**src/rtl/pulse_seq_timer_if.sv**
```systemverilog
// pulse_seq_timer_if: controller/pulse-generator bundle for the tick-driven pulse sequencer
interface pulse_seq_timer_if #(
  parameter int CNT_W     = 8,
  parameter int NUM_PULSE = 4,
  parameter int IDX_W     = 2
);
  logic                       tick_in;
  logic                       enable;
  logic                       state_start;
  logic                       repeat_mode;
  logic [CNT_W-1:0]           period_val;
  logic [NUM_PULSE*CNT_W-1:0] pulse_at;
  logic [NUM_PULSE-1:0]       pulse_mask;
  logic                       start;
  logic [NUM_PULSE-1:0]       hit_vec;
  logic [IDX_W-1:0]           pulse_idx;
  logic [CNT_W-1:0]           cnt;
  logic                       busy;
  logic                       done;
  logic                       wrap;
  modport master (
    output tick_in, enable, state_start, repeat_mode, period_val, pulse_at, pulse_mask,
    input  start, hit_vec, pulse_idx, cnt, busy, done, wrap
  );
  modport slave (
    input  tick_in, enable, state_start, repeat_mode, period_val, pulse_at, pulse_mask,
    output start, hit_vec, pulse_idx, cnt, busy, done, wrap
  );
endinterface

```
**src/rtl/pulse_seq_timer.sv**
```systemverilog
// pulse_seq_timer: counts synchronised slow ticks and strobes start at programmable offsets
module pulse_seq_timer #(
  parameter int CNT_W     = 8,
  parameter int NUM_PULSE = 4,
  parameter int IDX_W     = 2
) (
  input logic              clk_sys,
  input logic              rst,
  pulse_seq_timer_if.slave bus
);
  typedef enum logic [1:0] {IDLE, RUN, DONE} state_t;
  state_t               state_q;
  logic [2:0]           sync_q;
  logic [CNT_W-1:0]     cnt_q;
  logic                 start_q;
  logic                 wrap_q;
  logic [NUM_PULSE-1:0] hit_q;
  logic [IDX_W-1:0]     idx_q;
  logic                 tick_en;
  logic [CNT_W-1:0]     eff_period;
  logic [NUM_PULSE-1:0] hit;
  logic [IDX_W-1:0]     low_idx;
  assign tick_en    = sync_q[1] & ~sync_q[2];
  assign eff_period = (bus.period_val == '0) ? '1 : bus.period_val;
  // cnt_q is always 0 in IDLE, so an arming tick evaluates offset 0 naturally
  always_comb begin
    hit     = '0;
    low_idx = '0;
    for (int i = 0; i < NUM_PULSE; i++)
      hit[i] = bus.pulse_mask[i] & (bus.pulse_at[i*CNT_W +: CNT_W] == cnt_q);
    for (int i = NUM_PULSE - 1; i >= 0; i--)
      if (hit[i]) low_idx = IDX_W'(i);
  end
  always_ff @(posedge clk_sys or posedge rst) begin
    if (rst) begin
      state_q <= IDLE;
      sync_q  <= '0;
      cnt_q   <= '0;
      start_q <= 1'b0;
      wrap_q  <= 1'b0;
      hit_q   <= '0;
      idx_q   <= '0;
    end else begin
      sync_q  <= {sync_q[1:0], bus.tick_in};
      start_q <= 1'b0;
      wrap_q  <= 1'b0;
      hit_q   <= '0;
      if (!bus.enable) begin
        state_q <= IDLE;
        cnt_q   <= '0;
      end else if (tick_en) begin
        if (!bus.state_start) begin
          state_q <= IDLE;
          cnt_q   <= '0;
        end else if (state_q != DONE) begin
          if (|hit) begin
            start_q <= 1'b1;
            hit_q   <= hit;
            idx_q   <= low_idx;
          end
          if (cnt_q == eff_period) begin
            state_q <= bus.repeat_mode ? RUN : DONE;
            cnt_q   <= bus.repeat_mode ? '0 : cnt_q;
            wrap_q  <= bus.repeat_mode;
          end else begin
            state_q <= RUN;
            cnt_q   <= cnt_q + 1'b1;
          end
        end
      end
    end
  end
  assign bus.start     = start_q;
  assign bus.hit_vec   = hit_q;
  assign bus.pulse_idx = idx_q;
  assign bus.cnt       = cnt_q;
  assign bus.busy      = (state_q == RUN);
  assign bus.done      = (state_q == DONE);
  assign bus.wrap      = wrap_q;
endmodule
```
**src/flat_wrapper.sv**
```systemverilog
// flat-port wrapper written by rule: the top's interface ports become plain ports
module pulse_seq_timer_flat 
#(
  parameter int CNT_W     = 8,
  parameter int NUM_PULSE = 4,
  parameter int IDX_W     = 2
)
  (clk_sys, rst, bus_tick_in, bus_enable, bus_state_start, bus_repeat_mode, bus_period_val, bus_pulse_at, bus_pulse_mask, bus_start, bus_hit_vec, bus_pulse_idx, bus_cnt, bus_busy, bus_done, bus_wrap);
  pulse_seq_timer_if #(.CNT_W(CNT_W), .NUM_PULSE(NUM_PULSE), .IDX_W(IDX_W)) bus_i ();
  input logic clk_sys;
  input logic rst;
  input wire logic [$bits(bus_i.tick_in)-1:0] bus_tick_in;
  input wire logic [$bits(bus_i.enable)-1:0] bus_enable;
  input wire logic [$bits(bus_i.state_start)-1:0] bus_state_start;
  input wire logic [$bits(bus_i.repeat_mode)-1:0] bus_repeat_mode;
  input wire logic [$bits(bus_i.period_val)-1:0] bus_period_val;
  input wire logic [$bits(bus_i.pulse_at)-1:0] bus_pulse_at;
  input wire logic [$bits(bus_i.pulse_mask)-1:0] bus_pulse_mask;
  output wire logic [$bits(bus_i.start)-1:0] bus_start;
  output wire logic [$bits(bus_i.hit_vec)-1:0] bus_hit_vec;
  output wire logic [$bits(bus_i.pulse_idx)-1:0] bus_pulse_idx;
  output wire logic [$bits(bus_i.cnt)-1:0] bus_cnt;
  output wire logic [$bits(bus_i.busy)-1:0] bus_busy;
  output wire logic [$bits(bus_i.done)-1:0] bus_done;
  output wire logic [$bits(bus_i.wrap)-1:0] bus_wrap;
  assign bus_i.tick_in = bus_tick_in;
  assign bus_i.enable = bus_enable;
  assign bus_i.state_start = bus_state_start;
  assign bus_i.repeat_mode = bus_repeat_mode;
  assign bus_i.period_val = bus_period_val;
  assign bus_i.pulse_at = bus_pulse_at;
  assign bus_i.pulse_mask = bus_pulse_mask;
  assign bus_start = bus_i.start;
  assign bus_hit_vec = bus_i.hit_vec;
  assign bus_pulse_idx = bus_i.pulse_idx;
  assign bus_cnt = bus_i.cnt;
  assign bus_busy = bus_i.busy;
  assign bus_done = bus_i.done;
  assign bus_wrap = bus_i.wrap;
  pulse_seq_timer #(.CNT_W(CNT_W), .NUM_PULSE(NUM_PULSE), .IDX_W(IDX_W)) u_core (.clk_sys(clk_sys), .rst(rst), .bus(bus_i));
endmodule
```
**config.mk**
```make
export PLATFORM = sky130hd
export DESIGN_NAME = pulse_seq_timer_flat
export DESIGN_NICKNAME = d
export VERILOG_FILES = /design/src/rtl/pulse_seq_timer_if.sv /design/src/rtl/pulse_seq_timer.sv /design/src/flat_wrapper.sv
export SDC_FILE = /design/constraint.sdc
export NUM_CORES = 1
export LEC_CHECK = 0
export CORE_ASPECT_RATIO = 0.9
export CORE_MARGIN = 8
export CORE_UTILIZATION = 42
export CTS_CLUSTER_DIAMETER = 120
export DETAILED_ROUTE_END_ITERATION = 7
export PLACE_DENSITY_LB_ADDON = 0.08
export SLEW_MARGIN = 10
export SYNTH_ARGS = -nofsm -noshare
export SYNTH_HDL_FRONTEND = slang
export SYNTH_SLANG_ARGS = --single-unit
```
**constraint.sdc**
```tcl
create_clock -name clk_sys -period 2.5 [get_ports clk_sys]
set_input_delay 0.5 -clock clk_sys [delete_from_list [all_inputs] [get_ports clk_sys]]
set_output_delay 0.5 -clock clk_sys [all_outputs]
set_load 0.05 [all_outputs]
```
==> results by group, run 1 <==
Clock network
  – CTS tree: built
  – Clock slew at reported path FFs: roughly 0.08 ns
  – Post-CTS resize count: 0
  – Clk Tree Root Cell: clkbuf_8
  – H-tree depth: 1
  – Hold buffers post-CTS: 0
  – CTS sink cnt: 21
  – Clk buf depth: 2
  – CTS Buf Count: 3
  – Worst-Skew Late Latency: 0.26 ns
  – Setup Buffers After CTS: 0

Placement
  – Worst slack, placed: -0.139 ns
  – Hpwl dp: 3870 um
  – Port Buffers: 67
  – Gp weighted congestion: 0.836
  – Placed Area: 2360 um^2

Power
  – Leakage dissipation: 1.08 nW
  – Switching share of power: 26.4%
  – Combinational power share: 26.6%
  – Int Power: 0.575 mW
  – Reg power frac: 44.8%
  – Clock power share: about 29%
  – Sw power: 0.206 mW
  – Power per cell area: 324 nW/um^2
  – Max VDD drop: 419 uV
  – Overall Power: 0.781 mW

Global route
  – Met1 Use GR: around a fifth
  – GR met3 Demand/Resource: under 10%
  – Global-route wire length before repair: 7800 um
  – Number of global-route vias before repair: roughly 1600
  – Total track usage: 16.5%
  – Met2 Usage GRT: between 20 and 30%
  – Gr ovfl total: 0
  – Initial antenna violation count: 0
  – GRT busiest layer: met2
  – Pin count of the biggest net entering global routing: 22

Timing
  – Final worst-path cycle share: 95.0%
  – Final hold vios: 0
  – Final WS setup: 0.126 ns
  – Fin crit period: 2.37 ns
  – FMAX: 421 MHz
  – RSZ-0062 raised after global routing: no
  – Setup Total Neg Slack: 0 ns
  – Skew final: 0.00272 ns
  – Final setup violation count: 0
  – Fin. max-slew vios: 0
  – Slew margin rel.: 46.4%
  – Least-Margin Pin Slew: 0.803 ns

Yosys
  – Synthesized netlist cell count: 172
  – Area contributors post-synth: dfrtp_1 (34%), xor2_1 (17%), nand2_1 (3.4%)
  – Synth top cells by count: xor2_1 (31), dfrtp_1 (21), nand2_1 (14)
  – Yosys top cell area share: about a third
  – Post-Synth Simple-Gate Area: ~23%
  – Mux share of post-synthesis cell area: under 10%
  – Post-synthesis cell type count: 39
  – Yosys warns: 0
  – Synthesized cell area: 1560 um^2
  – Count leader, synth: xor2_1
  – Sequential element share of the synthesized area: 33.8%
  – Largest family of logic cells by synthesized area: simple AND/OR/NAND/NOR gates
  – Post-synth ARST share: 100%
  – Post-synthesis register bit count: 21
  – Synth Area in XOR/XNOR: around 20%
  – Leading area contributor after synthesis: dfrtp_1
  – Primary FF master, synth: dfrtp_1
  – Synth Area in Adders: 0.805%
  – Complex-gate fraction of the synthesized area: 16.7%
  – Synthesized net count: 223
  – Avg Cell Area, Syn: around 9 um^2
  – EDFF count, synth: 0

Worst setup path
  – Nature of the critical path endpoint: flop
  – Crit path max-delay cell type: or4_4
  – CP Class: primary input to flop
  – Critical path, cell by cell: clkdlybuf4s50_1 -> or4_4 -> or2_4 -> o211ai_2 -> nand4_4 -> a21oi_4 -> o2bb2ai_1
  – Worst endpoint required time: 2.69 ns
  – Startpoint type of the worst setup path: primary input
  – Critical Path AT: approximately 2.6 ns
  – Max FO, Critical Path: 7
  – Delay of the slowest critical-path stage: 0.57 ns

Cells and area
  – Multi-input gate area: 972 um^2
  – Number of diodes: 0
  – Final net count: 301
  – Reg area: roughly 530 um^2
  – Layout Utilization: 66.5%
  – Area Growth Syn to Fin: 55.0%
  – Share of cells above drive strength 1: 11.6%
  – Filler instances: 286
  – Fin area: 2410 um^2

Hold path
  – Worst Hold Class: flop to flop

Detailed routing
  – WL final: 4940 um
  – Routed WL per cell: about 17 um
  – Antenna violation net count after detailed routing: 0
  – Drt drc: 0
  – Vias post-DR: between 1500 and 2000
  – Initial DRC count: 50
  – DR vias/cell: 5.36
  – DR pass1 iterations: 4

Floorplan
  – Row cnt: 21
  – Die Y: 73.7 um
  – CORE AREA: between 3000 and 4000 um^2
  – I/O pin total: 68
  – Die ar.: slightly below 6000 um^2
  – Die X: about 80 um
  – Initial Util: between 40% and 50%

Job
  – Max Cap Viol: 0

Status
  – Outcome: complete, no violations
## power by group through the flow
stage | logic, mW | clock network (mW) | registers [mW]
after detailed placement | 0.207 | 0 | 0.357
after global routing | 0.224 | 0.240 | 0.351
after floorplan | 0.0794 | 0 | 0.363
final | 0.208 | 0.223 | 0.350
after CTS | 0.209 | 0.227 | 0.350
after global placement | 0.202 | 0 | 0.356
## through the flow
| step | hold WS (ns) | std cells |
|---|---|---|
| CTS | 0.373 | 295 |
| detailed placement | 0.347 | 291 |
| floorplan | 0.331 | 172 |
| global placement | 0.345 | 291 |
| global route | 0.373 | 295 |
| finish | 0.367 | 295 |
## logic make-up (layout without fill, tap and decap cells)
kind of cell,after synthesis,count (layout)
AOI/OAI and AO/OA,34,34
xor gates and xnor gates,36,36
adders and majority gates,1,1
buffers and inverters,15,92
DFF,21,21
muxes,3,3
and+or+nand+nor,62,62
## per-layer routing
| metal | vias to the layer above | share of wire [%] |
|---|---|---|
| met5 | - | 0 |
| met4 | 0 | 0.93 |
| met3 | 6 | 9.4 |
| met2 | 70 | 47 |
| met1 | 740 | 43 |
| li1 | 764 | - |
## worst max-delay path: cells and delay by family
kind	cells	cell delay, ns
and+or+nand+nor	3	1.03
AOI/OAI and AO/OA	3	0.60
buffers and inverters	1	0.42
## cell type report
class	count	area share, %
inverter	5	0.778
tap	46	2.39
clock inverter	1	0.208
sequential	21	21.8
multi-input combinational	136	40.3
timing repair buffer	83	32.8
clock buffer	3	1.71
## flip-flops by register name (all words and copies together), names as in the netlist
signal / cells
u_core.bus.cnt: 8
u_core.bus.hit_vec: 4
u_core.sync_q: 3
u_core.bus.pulse_idx: 2
u_core.state_q: 2
u_core.bus.start: 1
u_core.bus.wrap: 1
## path summary, 6_finish.rpt
kind	slack, ns	to	startpoint	cells after the start
hold / removal	0.37	u_core.sync_q[1]	u_core.sync_q[0]	0
max in group asynchronous	1.31	u_core.bus.pulse_idx[0]	rst	2
setup reg to reg	0.60	u_core.bus.cnt[5]	u_core.bus.cnt[3]	6
hold reg to reg	0.37	u_core.sync_q[1]	u_core.sync_q[0]	0
setup / recovery	0.13	u_core.bus.cnt[5]	bus_period_val[5]	7
min in group asynchronous	0.70	u_core.bus.wrap	rst	2
## cells in the final DEF, fill, tap and decap left out, types with 4 or more instances in the layout
master	count
nand3_1	5
nor4_1	4
nor2_1	11
nor3_1	10
nand4_1	4
buf_4	16
xnor2_1	5
o2bb2ai_1	6
nand2_1	14
a21oi_1	7
clkdlybuf4s50_1	67
xor2_1	31
dfrtp_1	21
a32o_1	4
inv_1	5
(Power assumes the default switching activity.)
==> run 2: changes to the inputs <==
--- a/config.mk
+++ b/config.mk
@@ -11,6 +11,7 @@
 export CTS_CLUSTER_DIAMETER = 120
 export DETAILED_ROUTE_END_ITERATION = 7
 export PLACE_DENSITY_LB_ADDON = 0.08
+export SKIP_LAST_GASP = 1
 export SLEW_MARGIN = 10
 export SYNTH_ARGS = -nofsm -noshare
 export SYNTH_HDL_FRONTEND = slang
==> results of run 2 <==
Final layout, timing and power as in run 1 (identical DEF).
==> run 3: changes to the inputs <==
--- a/config.mk
+++ b/config.mk
@@ -8,8 +8,9 @@
 export CORE_ASPECT_RATIO = 0.9
 export CORE_MARGIN = 8
 export CORE_UTILIZATION = 42
-export CTS_CLUSTER_DIAMETER = 120
+export CTS_CLUSTER_DIAMETER = 40
 export DETAILED_ROUTE_END_ITERATION = 7
+export GPL_TIMING_DRIVEN = 0
 export PLACE_DENSITY_LB_ADDON = 0.08
 export SKIP_LAST_GASP = 1
 export SLEW_MARGIN = 10
==> results by group, run 3 (same netlist as run 1, synthesis figures left out) <==
Worst setup path
  – Critical Path AT: 2.61 ns
  – CP startpoint: bus_period_val[1]
  – Critical path, cell by cell: clkdlybuf4s50_1 -> or4_4 -> or2_4 -> o211ai_2 -> nand4_4 -> a21oi_4 -> o2bb2ai_1
  – Reg-to-Reg Start: u_core.bus.cnt[7]
  – Worst endpoint required time: 2.68 ns
  – Crit path max-delay cell type: or4_4
  – R2R depth: 7
  – Flop2flop setup slack: 0.29 ns
  – Nature of the critical path endpoint: flop
  – Delay of the slowest critical-path stage: approximately 0.58 ns
  – End of the worst register-to-register path: u_core.bus.cnt[4]
  – Max FO, Critical Path: 7
  – Startpoint type of the worst setup path: primary input
  – CP Class: primary input to flop

Clock network
  – Hold buffers post-CTS: 0
  – Clk buf depth: 2
  – CTS Buf Count: 3
  – Clock slew at reported path FFs: 0.07 ns
  – Clk Tree Root Cell: clkbuf_8
  – Worst-Skew Late Latency: 0.26 ns
  – CTS tree: built
  – CTS sink cnt: 21
  – H-tree depth: 1

Job
  – Max Cap Viol: 0

Cells and area
  – Max reg flops: 8
  – Fin area: 2330 um^2
  – Commonest non-fill, non-tap cell in the layout: clkdlybuf4s50_1
  – Number of diodes: 0
  – Most frequent cells in the layout: clkdlybuf4s50_1 (65), xor2_1 (31), dfrtp_1 (21)
  – Area Growth Syn to Fin: 49.8%
  – Final net count: ~300
  – Share of cells above drive strength 1: 6.17%

Power
  – Max VDD drop: 376 uV
  – Leakage dissipation: 1.02 nW
  – Power per cell area: 328 nW/um^2

Timing
  – RSZ-0062 raised after global routing: yes
  – Final WS setup: 0.0719 ns
  – Least-Margin Pin Slew: 0.788 ns
  – Final hold vios: 0
  – Slew margin rel.: 47.4%
  – Fin crit period: 2.43 ns
  – Skew final: 0.00571 ns
  – Final setup violation count: 0
  – Final worst-path cycle share: a little over nine tenths
  – Fin. max-slew vios: 0
  – FMAX: 412 MHz

Hold path
  – Hold path startpoint: u_core.sync_q[0]
  – Worst Hold Class: flop to flop
  – Worst Hold Depth: 0
  – Hold Crit Endpoint: u_core.sync_q[1]

Floorplan
  – Row cnt: 21
  – Die ar.: 5910 um^2
  – Die Y: 73.7 um
  – I/O pin total: 68
  – CORE AREA: around 3600 um^2
  – Die X: around 80 um
  – Initial Util: 42.9%

Detailed routing
  – DR vias/cell: 5.22
  – Antenna violation net count after detailed routing: 0
  – Vias post-DR: 1510
  – Routed WL per cell: around 15 um
  – DR pass1 iterations: 4
  – Initial DRC count: 69
  – Drt drc: 0
  – WL final: roughly 4500 um

Placement
  – Worst slack, placed: -0.239 ns
  – Gp weighted congestion: approximately 0.78
  – Hpwl dp: 3450 um
  – Placed Area: between 2000 and 2500 um^2
  – Port Buffers: 66

Global route
  – Initial antenna violation count: 0
  – Number of global-route vias before repair: 1402
  – Pin count of the biggest net entering global routing: 22
  – GR met3 Demand/Resource: 5.13%
  – Total track usage: 14.9%
  – Met1 Use GR: between 20% and 30%
  – GRT busiest layer: met2
  – Gr ovfl total: 0
  – Global-route wire length before repair: 6940 um
  – Met2 Usage GRT: 22.6%

Status
  – Outcome: complete, no violations
-- run 3: critical path, delay by kind of cell --
| family | cells | cell delay (ns) |
|---|---|---|
| buffers and inverters | 1 | 0.45 |
| AO/OA/AOI/OAI | 3 | 0.62 |
| AND/OR/NAND/NOR | 3 | 1.03 |
-- run 3: stage by stage --
step                      util, %  instances  hold slack (ns)  total power [mW]  setup TNS [ns]
final                        64.3        289            0.354             0.763               0
after global routing         64.3        289            0.363             0.800        -0.00996
after CTS                    63.9        288            0.356             0.770               0
after detailed placement     62.7        284            0.340             0.549           -2.04
after global placement       62.7        284            0.337             0.548           -1.93
after floorplan                 -        172            0.331             0.442               0
-- run 3: repair_timing --
action,4_1_cts,5_1_grt
endpoints found under the setup margin,0,7
resized for setup,0,3
buffers inserted,0,1
-- run 3: power breakdown --
group          internal [mW]  leakage (nW)  switching, mW  total (mW)
sequential             0.345         0.280        0.00312       0.348
combinational          0.108         0.721         0.0859       0.194
clock                  0.114        0.0228          0.107       0.221
total                  0.567          1.02          0.196       0.763
-- run 3: layer usage --
layer,vias up,share of wire (%)
met5,-,0
met4,0,0.34
met3,2,11
met2,49,43
met1,705,46
li1,754,-
-- run 3: worst max-delay path by stage --
| stage | depth (start not counted) | slack [ns] | endpoint |
|---|---|---|---|
| 2_1_floorplan | 7 | 0.24 | u_core.bus.cnt[0] |
| 3_3_place_gp | 7 | -0.22 | u_core.bus.cnt[0] |
| 6_report | 7 | 0.07 | u_core.bus.cnt[4] |
| 3_5_place_dp | 7 | -0.24 | u_core.bus.cnt[4] |
| 5_1_grt | 7 | -0.008 | u_core.bus.cnt[4] |
| 4_1_cts | 7 | 0.04 | u_core.bus.cnt[4] |
-- run 3: layout make-up --
cell class | count | area [um^2]
plain buffers | 10 | 40.0
inverters | 5 | 18.8
fillers | 323 | 1300
well taps | 46 | 57.6
multi-input cells | 136 | 972
repair buffers | 67 | 671
flip-flops and latches | 21 | 526
clock buffers | 4 | 45.0
